<file path="src/rtl/apb_req_arbiter.sv">
// Two-requester round-robin front end driving a single APB master port,
// one transfer in flight, with an ACCESS-phase timeout abort.
module apb_req_arbiter #(
    parameter int ADDR_W  = 8,
    parameter int TIMEOUT = 16
) (
    input  logic                PCLK,
    input  logic                PRESETn,
    input  logic [1:0]          req_valid,
    input  logic [2*ADDR_W-1:0] req_addr,
    input  logic [1:0]          req_write,
    input  logic [63:0]         req_wdata,
    input  logic [7:0]          req_strb,
    output logic [1:0]          req_ack,
    output logic [1:0]          req_done,
    output logic [31:0]         rsp_rdata,
    output logic                rsp_err,
    output logic                rsp_timeout,
    output logic                PSEL,
    output logic                PENABLE,
    output logic [ADDR_W-1:0]   PADDR,
    output logic                PWRITE,
    output logic [31:0]         PWDATA,
    output logic [3:0]          PSTRB,
    input  logic                PREADY,
    input  logic [31:0]         PRDATA,
    input  logic                PSLVERR
);

    localparam logic [1:0] ST_IDLE   = 2'd0;
    localparam logic [1:0] ST_SETUP  = 2'd1;
    localparam logic [1:0] ST_ACCESS = 2'd2;

    localparam logic [7:0] TCNT_LAST = 8'(TIMEOUT - 1);

    logic [1:0] state;
    logic       grant;
    logic       last_grant;
    logic [7:0] tcnt;
    logic       sel;

    // On a tie the requester not served last wins; otherwise the lone requester.
    always_comb begin
        if (req_valid == 2'b11) sel = ~last_grant;
        else                    sel = ~req_valid[0];
        req_ack = 2'b00;
        if (state == ST_IDLE && req_valid != 2'b00) req_ack[sel] = 1'b1;
    end

    assign PSEL    = (state != ST_IDLE);
    assign PENABLE = (state == ST_ACCESS);

    always_ff @(posedge PCLK or negedge PRESETn) begin
        if (!PRESETn) begin
            state       <= ST_IDLE;
            grant       <= 1'b0;
            last_grant  <= 1'b1;
            tcnt        <= 8'd0;
            req_done    <= 2'b00;
            rsp_rdata   <= 32'd0;
            rsp_err     <= 1'b0;
            rsp_timeout <= 1'b0;
            PADDR       <= '0;
            PWRITE      <= 1'b0;
            PWDATA      <= 32'd0;
            PSTRB       <= 4'd0;
        end else begin
            req_done <= 2'b00;
            case (state)
                ST_IDLE: begin
                    if (req_valid != 2'b00) begin
                        grant      <= sel;
                        last_grant <= sel;
                        PADDR      <= sel ? req_addr[2*ADDR_W-1:ADDR_W] : req_addr[ADDR_W-1:0];
                        PWRITE     <= sel ? req_write[1] : req_write[0];
                        PWDATA     <= sel ? req_wdata[63:32] : req_wdata[31:0];
                        PSTRB      <= sel ? req_strb[7:4] : req_strb[3:0];
                        state      <= ST_SETUP;
                    end
                end
                ST_SETUP: begin
                    tcnt  <= 8'd0;
                    state <= ST_ACCESS;
                end
                ST_ACCESS: begin
                    if (PREADY) begin
                        rsp_rdata       <= PRDATA;
                        rsp_err         <= PSLVERR;
                        rsp_timeout     <= 1'b0;
                        req_done[grant] <= 1'b1;
                        state           <= ST_IDLE;
                    end else if (tcnt == TCNT_LAST) begin
                        // Abort: rsp_rdata keeps the previous completion's data.
                        rsp_err         <= 1'b1;
                        rsp_timeout     <= 1'b1;
                        req_done[grant] <= 1'b1;
                        tcnt            <= tcnt + 8'd1;
                        state           <= ST_IDLE;
                    end else begin
                        tcnt <= tcnt + 8'd1;
                    end
                end
                default: state <= ST_IDLE;
            endcase
        end
    end

endmodule

</file>
<file path="config.mk">
export PLATFORM = sky130hd
export DESIGN_NAME = apb_req_arbiter
export DESIGN_NICKNAME = d
export VERILOG_FILES = /design/src/rtl/apb_req_arbiter.sv
export SDC_FILE = /design/constraint.sdc
export NUM_CORES = 1
export LEC_CHECK = 0
export BUFFER_PORTS_ARGS = -buffer_cell sky130_fd_sc_hd__buf_2
export CORE_MARGIN = 2
export CORE_UTILIZATION = 25
export DETAILED_ROUTE_END_ITERATION = 7
export HOLD_SLACK_MARGIN = 0.08
export SLEW_MARGIN = 40
export SYNTH_ARGS = -nofsm -noshare
export SYNTH_HDL_FRONTEND = slang
export SYNTH_SLANG_ARGS = --single-unit
</file>
<file path="constraint.sdc">
create_clock -name PCLK -period 4.5 [get_ports PCLK]
set_input_delay 1.35 -clock PCLK [delete_from_list [all_inputs] [get_ports PCLK]]
set_output_delay 1.35 -clock PCLK [all_outputs]
set_load 0.005 [all_outputs]
</file>
==> impl_metrics.ini <==
[cts]
tritoncts = done
cts_sinks = 93
cts_buffer_depth = 2
ctsResizeCount = 0
h-tree-depth = 3
cts_buffers = 9
cts_hold_buf = 0
root_buffer = clkbuf_16
clk_pin_slew_ps = 60
clk_latency_ps = 340
postCtsSetupRepairBufs = 0

[worst_setup_path]
cp.required_ps = 3150
start_kind = input port
cp_max_fo = 3
crit_type = input port to output pin
crit_arrival_ps = 1840
crit_path_end_kind = output pin

[route]
routedWlPerCell_um = 16.1
via_count = 3424
via_per_inst = 4.65
initialDrtViolationCount = 130
drc = 0
dr.pass1.iters = 4
wl_um = 11800
ant_nets = 0

[grt]
grt_pass1_wl_um = 19500
grt_pass1_vias = 3734
globalRouteTotalUtil = 0.141
antenna_found_initial = 3
grt_max_degree = 83
grt_overflow_total = 0

[placed_design]
dp_hpwl_um = 8190
finalWeightedCongestion = 0.786
io_buffers = 212

[die]
start_util = 0.255
die_y_um = 131
rows = 46
die_area_um2 = 17200
pin_count = 213
core_area_um2 = 15900
die_x_um = 131

[finish]
final_util = 0.353
layout-drive-gt1-share = 0.521
area_growth_pct = 38.3
nNetsFinal = 643

[logic_synthesis]
avgSynthCellArea_um2 = 13.0
async_flop_share = 1.00
ys_seq_area_frac = 0.575
synth_edf_count = 0
netlist_instances = 312
ys_types = 41
yosysWarningCount = 0
synth_nets = 441
synthesis.area_um2 = 4050
synth_top_flop_cell = dfrtp_1
ys_ff_latch = 93

[timing]
min_period_ps = 3190
tightest_slew_ps = 650
skew_ps = 6.36
rsz0062_at_grt = false
fin_crit_sh = 0.708
clock.fmax_mhz = 314
slew_viol_final = 0
slew_headroom = 0.567
hold_violations = 0
tns_ps = 0
setup_viol = 0

[power]
pwr-share-comb = 0.384
switchingPower_w = 0.00119
swShare = 0.331
vdd.ir_drop.worst_uv = 276
power_density_nw_per_um2 = 641
p_seq_frac = 0.401
p_leak_nw = 2.75
clock_power_share = 0.215
intPower_w = 0.00240

[run]
max_cap_viol_count = 0

[min_path]
hp-class = flip-flop to flip-flop

[outcome]
status = completed
-- worst max-delay path, cell delays in order --
cell and delay (ps):
buf_2 100, nand2b_1 50, and3_2 200, buf_2 130
-- per-stage QoR --
stage | std cells | hold slack (ps) | total power, W | setup WS, ps | instance area (um2)
6_report | 736 | 500 | 0.00359 | 1310 | 5600
5_1_grt | 735 | 520 | 0.00386 | 1280 | 5600
4_1_cts | 734 | 505 | 0.00365 | 1300 | 5600
3_5_place_dp | 719 | 490 | 0.00286 | 1300 | 5300
3_3_place_gp | 719 | 483 | 0.00280 | 1300 | 5300
2_1_floorplan | 312 | 428 | 0.00222 | 1280 | 4050
-- registers in the layout, summed over array words and instances (netlist names) --
signal / flops
rsp_timeout: 1
rsp_err: 1
grant: 1
PWDATA: 32
last_grant: 1
PSTRB: 4
rsp_rdata: 32
PADDR: 8
tcnt: 8
PWRITE: 1
req_done: 2
state: 2
-- cell usage after synthesis (2+ instances only) --
library cell	count	share of area
nand2_1	8	0.0074
o311ai_0	2	0.0043
nor3b_1	2	0.0037
clkbuf_1	12	0.011
a221o_1	45	0.11
nand3_1	3	0.0037
and3_1	2	0.0031
nor2_1	2	0.0019
and3b_1	3	0.0065
o21ai_0	6	0.0074
nand3b_1	3	0.0056
mux2_2	32	0.089
a21oi_1	5	0.0062
a21boi_0	45	0.083
buf_2	11	0.014
a21o_1	3	0.0056
dfrtp_1	92	0.57
nand2b_1	3	0.0046
o211ai_1	2	0.0037
buf_6	4	0.011
inv_1	7	0.0065
-- per-layer routing --
metal  vias to the layer above  part of all wire  track usage
met3                         9             0.082       0.0583
met2                       146              0.50        0.240
met4                         2            0.0071       0.0290
met1                      1663              0.41        0.169
met5                         -            0.0011            0
li1                       1604                 -            -
-- area by class of cell --
| cell class | count | area, um2 |
|---|---|---|
| Antenna cell | 2 | 5.00 |
| Clock buffer | 10 | 239 |
| Clock inverter | 5 | 57.6 |
| Fill cell | 1611 | 10300 |
| Inverter | 7 | 26.3 |
| Multi-Input combinational cell | 185 | 1560 |
| Sequential cell | 93 | 2330 |
| Tap cell | 216 | 270 |
| Timing Repair Buffer | 218 | 1110 |
-- placed cells by master, fill, tap and decap left out, types with 2 or more instances in the layout --
cell | Yosys | routed
a21oi_1 | 5 | 5
nand3_1 | 3 | 3
o311ai_0 | 2 | 2
buf_2 | 11 | 211
nor3b_1 | 2 | 2
a21o_1 | 3 | 3
dfrtp_1 | 92 | 92
and3_2 | 0 | 2
inv_6 | 0 | 2
nand2_1 | 8 | 8
o211ai_1 | 2 | 2
clkinv_2 | 0 | 2
a221o_1 | 45 | 45
and3b_1 | 3 | 3
diode_2 | 0 | 2
buf_4 | 0 | 6
clkbuf_8 | 0 | 2
mux2_2 | 32 | 32
a21boi_0 | 45 | 45
inv_1 | 7 | 7
nand3b_1 | 3 | 3
clkbuf_16 | 0 | 9
nand2b_1 | 3 | 3
o21ai_0 | 6 | 6
-- worst paths after layout --
path	startpoint	end	slack, ps	cells past startpoint
setup / recovery	req_valid[1]	req_ack[0]	1310	4
hold / removal	rsp_rdata[14]$_DFFE_PN0P_	rsp_rdata[14]$_DFFE_PN0P_	500	1
setup reg to reg	state[1]$_DFFE_PN0P_	PWDATA[31]$_DFFE_PN0P_	2480	4
hold reg to reg	rsp_rdata[14]$_DFFE_PN0P_	rsp_rdata[14]$_DFFE_PN0P_	500	1
max in group asynchronous	PRESETn	PWDATA[7]$_DFFE_PN0P_	2820	2
min in group asynchronous	PRESETn	rsp_rdata[25]$_DFFE_PN0P_	1040	1
-- power groups by stage --
stage	sequential, W	clock, W	combinational (W)
6_report	0.00144	0.000772	0.00138
5_1_grt	0.00149	0.000835	0.00153
4_1_cts	0.00144	0.000803	0.00141
3_5_place_dp	0.00145	0	0.00141
3_3_place_gp	0.00144	0	0.00136
2_1_floorplan	0.00144	0	0.000778
-- logic make-up after synthesis --
family                   share of synthesized area
flip-flops                                   0.575
multiplexers                                0.0889
adder cells (fa/ha/maj)                    0.00309
buffers and inverters                       0.0423
AO/OA/AOI/OAI                                0.240
AND/OR/NAND/NOR                             0.0516
(Power assumes the default switching activity.)
